--- src/rtl/uart_rx.sv ---
// uart_rx: 8N1 UART receiver with mid-bit sampling and framing-error flag.
//
// Ports:
//   clk          in   1  system clock, rising edge
//   rst_n        in   1  asynchronous active-low reset
//   rx           in   1  serial line, idle high, asynchronous to clk
//   rx_data_out  out  8  last received byte (LSB first on the line)
//   done_rx      out  1  one-cycle pulse when a frame completes
//   frame_err    out  1  valid with done_rx; 1 = stop bit sampled low
//   rx_active    out  1  high while shifting in data bits (combinational)
module uart_rx #(
    parameter int unsigned clk_freq  = 50000000,
    parameter int unsigned baud_rate = 19200
) (
    input  logic       clk,
    input  logic       rst_n,
    input  logic       rx,
    output logic [7:0] rx_data_out,
    output logic       done_rx,
    output logic       frame_err,
    output logic       rx_active
);

    localparam int unsigned clock_divide = clk_freq / baud_rate;
    localparam int unsigned half_divide  = clock_divide / 2;
    localparam int unsigned CNT_W        = 12;
    localparam int unsigned IDX_W        = 3;

    localparam logic [CNT_W-1:0] FULL_LAST = CNT_W'(clock_divide - 1);
    localparam logic [CNT_W-1:0] HALF_LAST = CNT_W'(half_divide - 1);
    localparam logic [IDX_W-1:0] IDX_LAST  = IDX_W'(7);

    typedef enum logic [2:0] {
        RX_IDLE,
        RX_START,
        RX_DATA,
        RX_STOP,
        RX_DONE
    } state_t;

    state_t             r_state;
    logic [1:0]         r_sync;
    logic               r_rx_d;
    logic [CNT_W-1:0]   r_cnt;
    logic [IDX_W-1:0]   r_idx;
    logic [7:0]         r_shift;
    logic [7:0]         r_rx_data_out;
    logic               r_done_rx;
    logic               r_frame_err;

    logic               w_rx_s;
    logic               w_fall;

    // Synchronized line and its falling edge; a line held low never re-triggers.
    assign w_rx_s = r_sync[1];
    assign w_fall = r_rx_d & ~w_rx_s;

    assign rx_data_out = r_rx_data_out;
    assign done_rx     = r_done_rx;
    assign frame_err   = r_frame_err;
    assign rx_active   = (r_state == RX_DATA);

    // Synchronizer, baud timing, bit capture and result registers.
    always_ff @(posedge clk or negedge rst_n) begin
        if (!rst_n) begin
            r_state       <= RX_IDLE;
            r_sync        <= 2'b11;
            r_rx_d        <= 1'b1;
            r_cnt         <= '0;
            r_idx         <= '0;
            r_shift       <= '0;
            r_rx_data_out <= '0;
            r_done_rx     <= 1'b0;
            r_frame_err   <= 1'b0;
        end else begin
            r_sync    <= {r_sync[0], rx};
            r_rx_d    <= w_rx_s;
            r_done_rx <= 1'b0;

            case (r_state)
                RX_IDLE: begin
                    r_cnt <= '0;
                    r_idx <= '0;
                    if (w_fall) begin
                        r_state <= RX_START;
                    end
                end

                // Re-check the line at mid start bit to reject glitches.
                RX_START: begin
                    if (r_cnt == HALF_LAST) begin
                        r_cnt   <= '0;
                        r_state <= w_rx_s ? RX_IDLE : RX_DATA;
                    end else begin
                        r_cnt <= r_cnt + 1'b1;
                    end
                end

                RX_DATA: begin
                    if (r_cnt == FULL_LAST) begin
                        r_cnt          <= '0;
                        r_shift[r_idx] <= w_rx_s;
                        if (r_idx == IDX_LAST) begin
                            r_idx   <= '0;
                            r_state <= RX_STOP;
                        end else begin
                            r_idx <= r_idx + 1'b1;
                        end
                    end else begin
                        r_cnt <= r_cnt + 1'b1;
                    end
                end

                // Byte is published even on a bad stop bit; the flag tells the consumer.
                RX_STOP: begin
                    if (r_cnt == FULL_LAST) begin
                        r_cnt         <= '0;
                        r_rx_data_out <= r_shift;
                        r_frame_err   <= ~w_rx_s;
                        r_done_rx     <= 1'b1;
                        r_state       <= RX_DONE;
                    end else begin
                        r_cnt <= r_cnt + 1'b1;
                    end
                end

                // A start edge landing here is taken directly so back-to-back frames are not lost.
                RX_DONE: begin
                    r_cnt   <= '0;
                    r_idx   <= '0;
                    r_state <= w_fall ? RX_START : RX_IDLE;
                end

                default: begin
                    r_cnt   <= '0;
                    r_idx   <= '0;
                    r_state <= RX_IDLE;
                end
            endcase
        end
    end

endmodule
--- config.mk ---
export PLATFORM = sky130hd
export DESIGN_NAME = uart_rx
export DESIGN_NICKNAME = d
export VERILOG_FILES = /design/src/rtl/uart_rx.sv
export SDC_FILE = /design/constraint.sdc
export NUM_CORES = 1
export LEC_CHECK = 0
export CELL_PAD_IN_SITES_DETAIL_PLACEMENT = 0
export CELL_PAD_IN_SITES_GLOBAL_PLACEMENT = 1
export CORE_UTILIZATION = 40
export CTS_CLUSTER_SIZE = 30
export DETAILED_ROUTE_END_ITERATION = 10
export GPL_TIMING_DRIVEN = 0
export PLACE_DENSITY_LB_ADDON = 0.1
export SKIP_CTS_REPAIR_TIMING = 1
export SYNTH_ARGS = -nofsm -noshare
export SYNTH_HDL_FRONTEND = slang
export SYNTH_SLANG_ARGS = --single-unit
--- constraint.sdc ---
create_clock -name clk -period 2.6 [get_ports clk]
set_input_delay 0.39 -clock clk [delete_from_list [all_inputs] [get_ports clk]]
set_output_delay 0.39 -clock clk [all_outputs]
set_load 0.01 [all_outputs]
==> results.py, run 1 <==
metrics = {
    "outcome": {
        "status": "finished with violations",
        "violations_in_the_final_reports": "design-rule violations",
    },
    "sta": {
        "min_period_ns": 2.22,
        "final.period_utilization_pct": 85.3,
        "finalSetupViolations": 0,
        "maximum_clock_rate_mhz": 451,
        "tightestPinTransition_ns": 0.864,
        "timing_max_transition_violations_final": 0,
        "worst_clock_skew_on_the_final_layout_ns": 0.00182,
        "setup_repair_after_global_routing_missed_its_margin": "false",
        "timing.slew.headroom_pct": 42.4,
        "hold_violations": 0,
        "totalNegativeSetupSlack_ns": 0,
    },
    "floorplanning": {
        "start_util_pct": 42.5,
        "std_cell_rows": 24,
        "core_area_mm2": 0.00444,
        "overall_die_area_mm2": 0.00500,
        "die_w_um": 70.7,
        "ioPinCount": 14,
        "die_height_um": 70.7,
    },
    "power_and_ir_drop": {
        "power_switching_share_pct": 27.8,
        "cellInternalPower_mw": 1.16,
        "vdd_drop_max_mv": 0.288,
        "p_per_area_mw_per_mm2": 726,
        "seq_power_share_pct": 43.3,
        "switchingPower_mw": 0.447,
        "share_comb_of_total_power_pct": 19.6,
        "leakage_nw": 0.969,
        "share_clk_of_total_power_pct": 37.1,
    },
    "cts": {
        "worst_setup_hold_path_clk_slew_ns": 0.07,
        "numCtsBuffers": 5,
        "tritoncts_num_sinks": 39,
        "clock_path_buffers": 2,
        "clk_latency_ns": 0.29,
        "tritoncts": "done",
        "cts.root.buffer_cell": "clkbuf_8",
        "h-tree-depth": 2,
    },
    "placed_design": {
        "place_congestion": 0.814,
        "detailedPlacementHpwl_mm": 2.47,
        "buffer_ports.inserted": 13,
        "place_inst": 228,
    },
    "drt": {
        "avgViaCountPerCell": 5.47,
        "drt_wl_total_mm": 3.56,
        "antenna_left": 0,
        "first_iter_violations": 52,
        "drc": 5,
        "detail_route.first_pass.iterations": 7,
        "wire_per_inst_um": 15.1,
        "via_count": 1290,
    },
    "global_routing": {
        "grt_use_total_pct": 16.2,
        "gr-usage-met2_pct": 28.7,
        "grt_antenna_before_repair": 0,
        "maximum_number_of_pins_on_one_net_before_global_route_repair": 40,
        "grt_pass1_vias": 1311,
        "grt_util_met1_pct": 19.0,
        "grt-busiest-layer": "met2",
        "first_pass_grt_wire_length_mm": 6.28,
        "gr-total-overflow": 0,
        "grt_util_met3_pct": 4.70,
    },
    "run": {
        "maxCapViolCount": 0,
    },
    "worst_setup_path": {
        "critical_path_peak_fanout": 8,
        "worstSetupEndpointType": "flop",
        "path_delay_family": "simple AND/OR/NAND/NOR gates",
        "critical_path.cell_chain": "ha_1 > and3_1 > clkbuf_1 > a31oi_1 > nor3_1 > mux2_2",
        "path_buf_inv": 1,
        "worst-endpoint-arrival_ns": 2.40,
        "critical_path_class": "flop to flop",
        "required_ns": 2.78,
        "worst_setup_path_start_kind": "flop",
        "slowest_cell_on_the_critical_path": "dfrtp_1",
        "critical-path-max-stage-delay_ns": 0.42,
    },
    "layout": {
        "num_antenna_cells": 0,
        "layout.nets": 190,
        "instances_no_fill": 236,
        "post_route_cells_drive_above_1_share_pct": 21.2,
        "layout-area-overhead-vs-synth_pct": 17.1,
        "post-route-util_pct": 49.7,
    },
    "logic_synthesis": {
        "yosysUniqueCellTypes": 36,
        "post_synth.cell_area_avg_um2": 11.6,
        "postSynth.topFlopCell": "dfrtp_1",
        "postSynth.asyncResetShare_pct": 100,
        "ys.warnings.count": 0,
        "seq_area_frac_synth_pct": 51.9,
        "synth-edff-count": 0,
        "synth_nets": 170,
        "netlist_instances": 163,
        "post_synth_instance_area_mm2": 0.00189,
        "ys_ff_latch": 39,
    },
    "min_path": {
        "hold_class": "input pin to async pin",
    },
}
worst reg2reg max path: stages (launching register included):
cell and delay [ns]:
dfrtp_1 0.42, ha_1 0.23, and3_1 0.16, clkbuf_1 0.37, a31oi_1 0.18, nor3_1 0.37, mux2_2 0.38
registers in the layout (all words and copies together) (netlist names):
signal / count
r_cnt: 12
r_shift: 8
rx_data_out: 8
r_idx: 3
r_state: 3
r_sync: 2
done_rx: 1
frame_err: 1
r_rx_d: 1
cells in the mapped netlist, drive strengths merged (2+ instances only):
cell | instances | area share, %
and4bb | 2 | 1.3
mux2 | 17 | 10
clkbuf | 5 | 0.99
nor2 | 20 | 4.4
nand2 | 7 | 1.4
xor2 | 4 | 1.9
ha | 4 | 2.7
nor3 | 4 | 1.1
nand4 | 6 | 2.8
dfstp | 3 | 4.2
nor4b | 3 | 2.4
inv | 6 | 1.2
o21ai | 4 | 1.1
buf | 2 | 0.53
nor4 | 4 | 2.1
nand3 | 7 | 1.9
and3 | 2 | 0.66
a31oi | 2 | 0.66
dfrtp | 36 | 48
o22ai | 2 | 0.66
xnor2 | 6 | 2.8
mux2i | 5 | 2.7
nor3b | 4 | 1.9
metrics by stage:
| step | worst slack [ns] | total power [mW] | hold slack [ns] | instance area (um2) |
|---|---|---|---|---|
| after floorplan | 0.667 | 0.933 | 0.0944 | 1890 |
| after CTS | 0.380 | 1.63 | 0.239 | 2210 |
| after global routing | 0.260 | 1.71 | 0.273 | 2210 |
| after global placement | 0.218 | 1.02 | 0.357 | 2080 |
| final | 0.382 | 1.60 | 0.205 | 2210 |
| after detailed placement | 0.408 | 1.03 | 0.358 | 2080 |
metal layers:
layer | vias to the layer above | wire length, um
met2 | 20 | 1820
met3 | 5 | 107
met5 | - | 0
li1 | 614 | -
met1 | 651 | 1580
met4 | 0 | 47
cell families after synthesis:
| family | Yosys count | synth area share (%) |
|---|---|---|
| AO/OA/AOI/OAI | 10 | 3.11 |
| XOR/XNOR | 10 | 4.64 |
| adder cells (fa/ha/maj) | 4 | 2.65 |
| buffers and inverters | 13 | 2.72 |
| flip-flops | 39 | 51.9 |
| multiplexers | 22 | 12.8 |
| AND/OR/NAND/NOR | 65 | 22.2 |
cell usage in the layout, fill, tap and decap left out, drive strengths merged, types with 4 or more instances in the layout:
cell type / Yosys / routed
nand2: 7 / 7
mux2: 17 / 17
nand4: 6 / 6
clkdlybuf4s50: 0 / 12
mux2i: 5 / 5
nor3: 4 / 4
clkbuf: 5 / 11
dfrtp: 36 / 36
nor3b: 4 / 4
inv: 6 / 6
nor4: 4 / 4
ha: 4 / 4
nand3: 7 / 7
o21ai: 4 / 4
xnor2: 6 / 6
nor2: 20 / 20
xor2: 4 / 4
power groups by stage:
stage               clock [mW]  combinational [mW]  sequential, mW
floorplan                    0               0.239           0.694
global placement             0               0.319           0.704
detailed placement           0               0.321           0.707
CTS                      0.614               0.322           0.695
global route             0.641               0.364           0.702
finish                   0.596               0.314           0.694
area by class of cell:
cell class	count	area, um2
Timing Repair Buffer	13	125
Tap cell	52	65.1
Buffer	7	28.8
Sequential cell	39	980
Fill cell	415	2230
Clock inverter	2	60.1
Multi-Input combinational cell	111	857
Clock buffer	6	72.6
Inverter	6	22.5
final timing paths:
| check | startpoint | endpoint | slack, ns | depth (start not counted) |
|---|---|---|---|---|
| max | r_cnt[0] | r_state[1] | 0.38 | 6 |
| max reg2reg | r_cnt[0] | r_state[1] | 0.38 | 6 |
| min | rst_n | r_idx[2] | 0.21 | 1 |
| min in group clk | r_sync[0] | r_sync[1] | 0.36 | 0 |
| max in group asynchronous | rst_n | r_state[1] | 1.84 | 1 |
| min reg2reg | r_sync[0] | r_sync[1] | 0.36 | 0 |
Power figures use the tool's default switching activity.
==> run 2: changes to the inputs <==
--- a/config.mk
+++ b/config.mk
@@ -8,7 +8,6 @@
 export CELL_PAD_IN_SITES_DETAIL_PLACEMENT = 0
 export CELL_PAD_IN_SITES_GLOBAL_PLACEMENT = 1
 export CORE_UTILIZATION = 40
-export CTS_CLUSTER_SIZE = 30
 export DETAILED_ROUTE_END_ITERATION = 10
 export GPL_TIMING_DRIVEN = 0
 export PLACE_DENSITY_LB_ADDON = 0.1
==> results of run 2 <==
Same layout as run 1: the final DEF is identical, and so are final timing and power.
==> run 3: changes to the inputs <==
--- a/config.mk
+++ b/config.mk
@@ -5,6 +5,7 @@
 export SDC_FILE = /design/constraint.sdc
 export NUM_CORES = 1
 export LEC_CHECK = 0
+export CAP_MARGIN = 10
 export CELL_PAD_IN_SITES_DETAIL_PLACEMENT = 0
 export CELL_PAD_IN_SITES_GLOBAL_PLACEMENT = 1
 export CORE_UTILIZATION = 40
==> results of run 3 <==
Same layout as run 1: the final DEF is identical, and so are final timing and power.
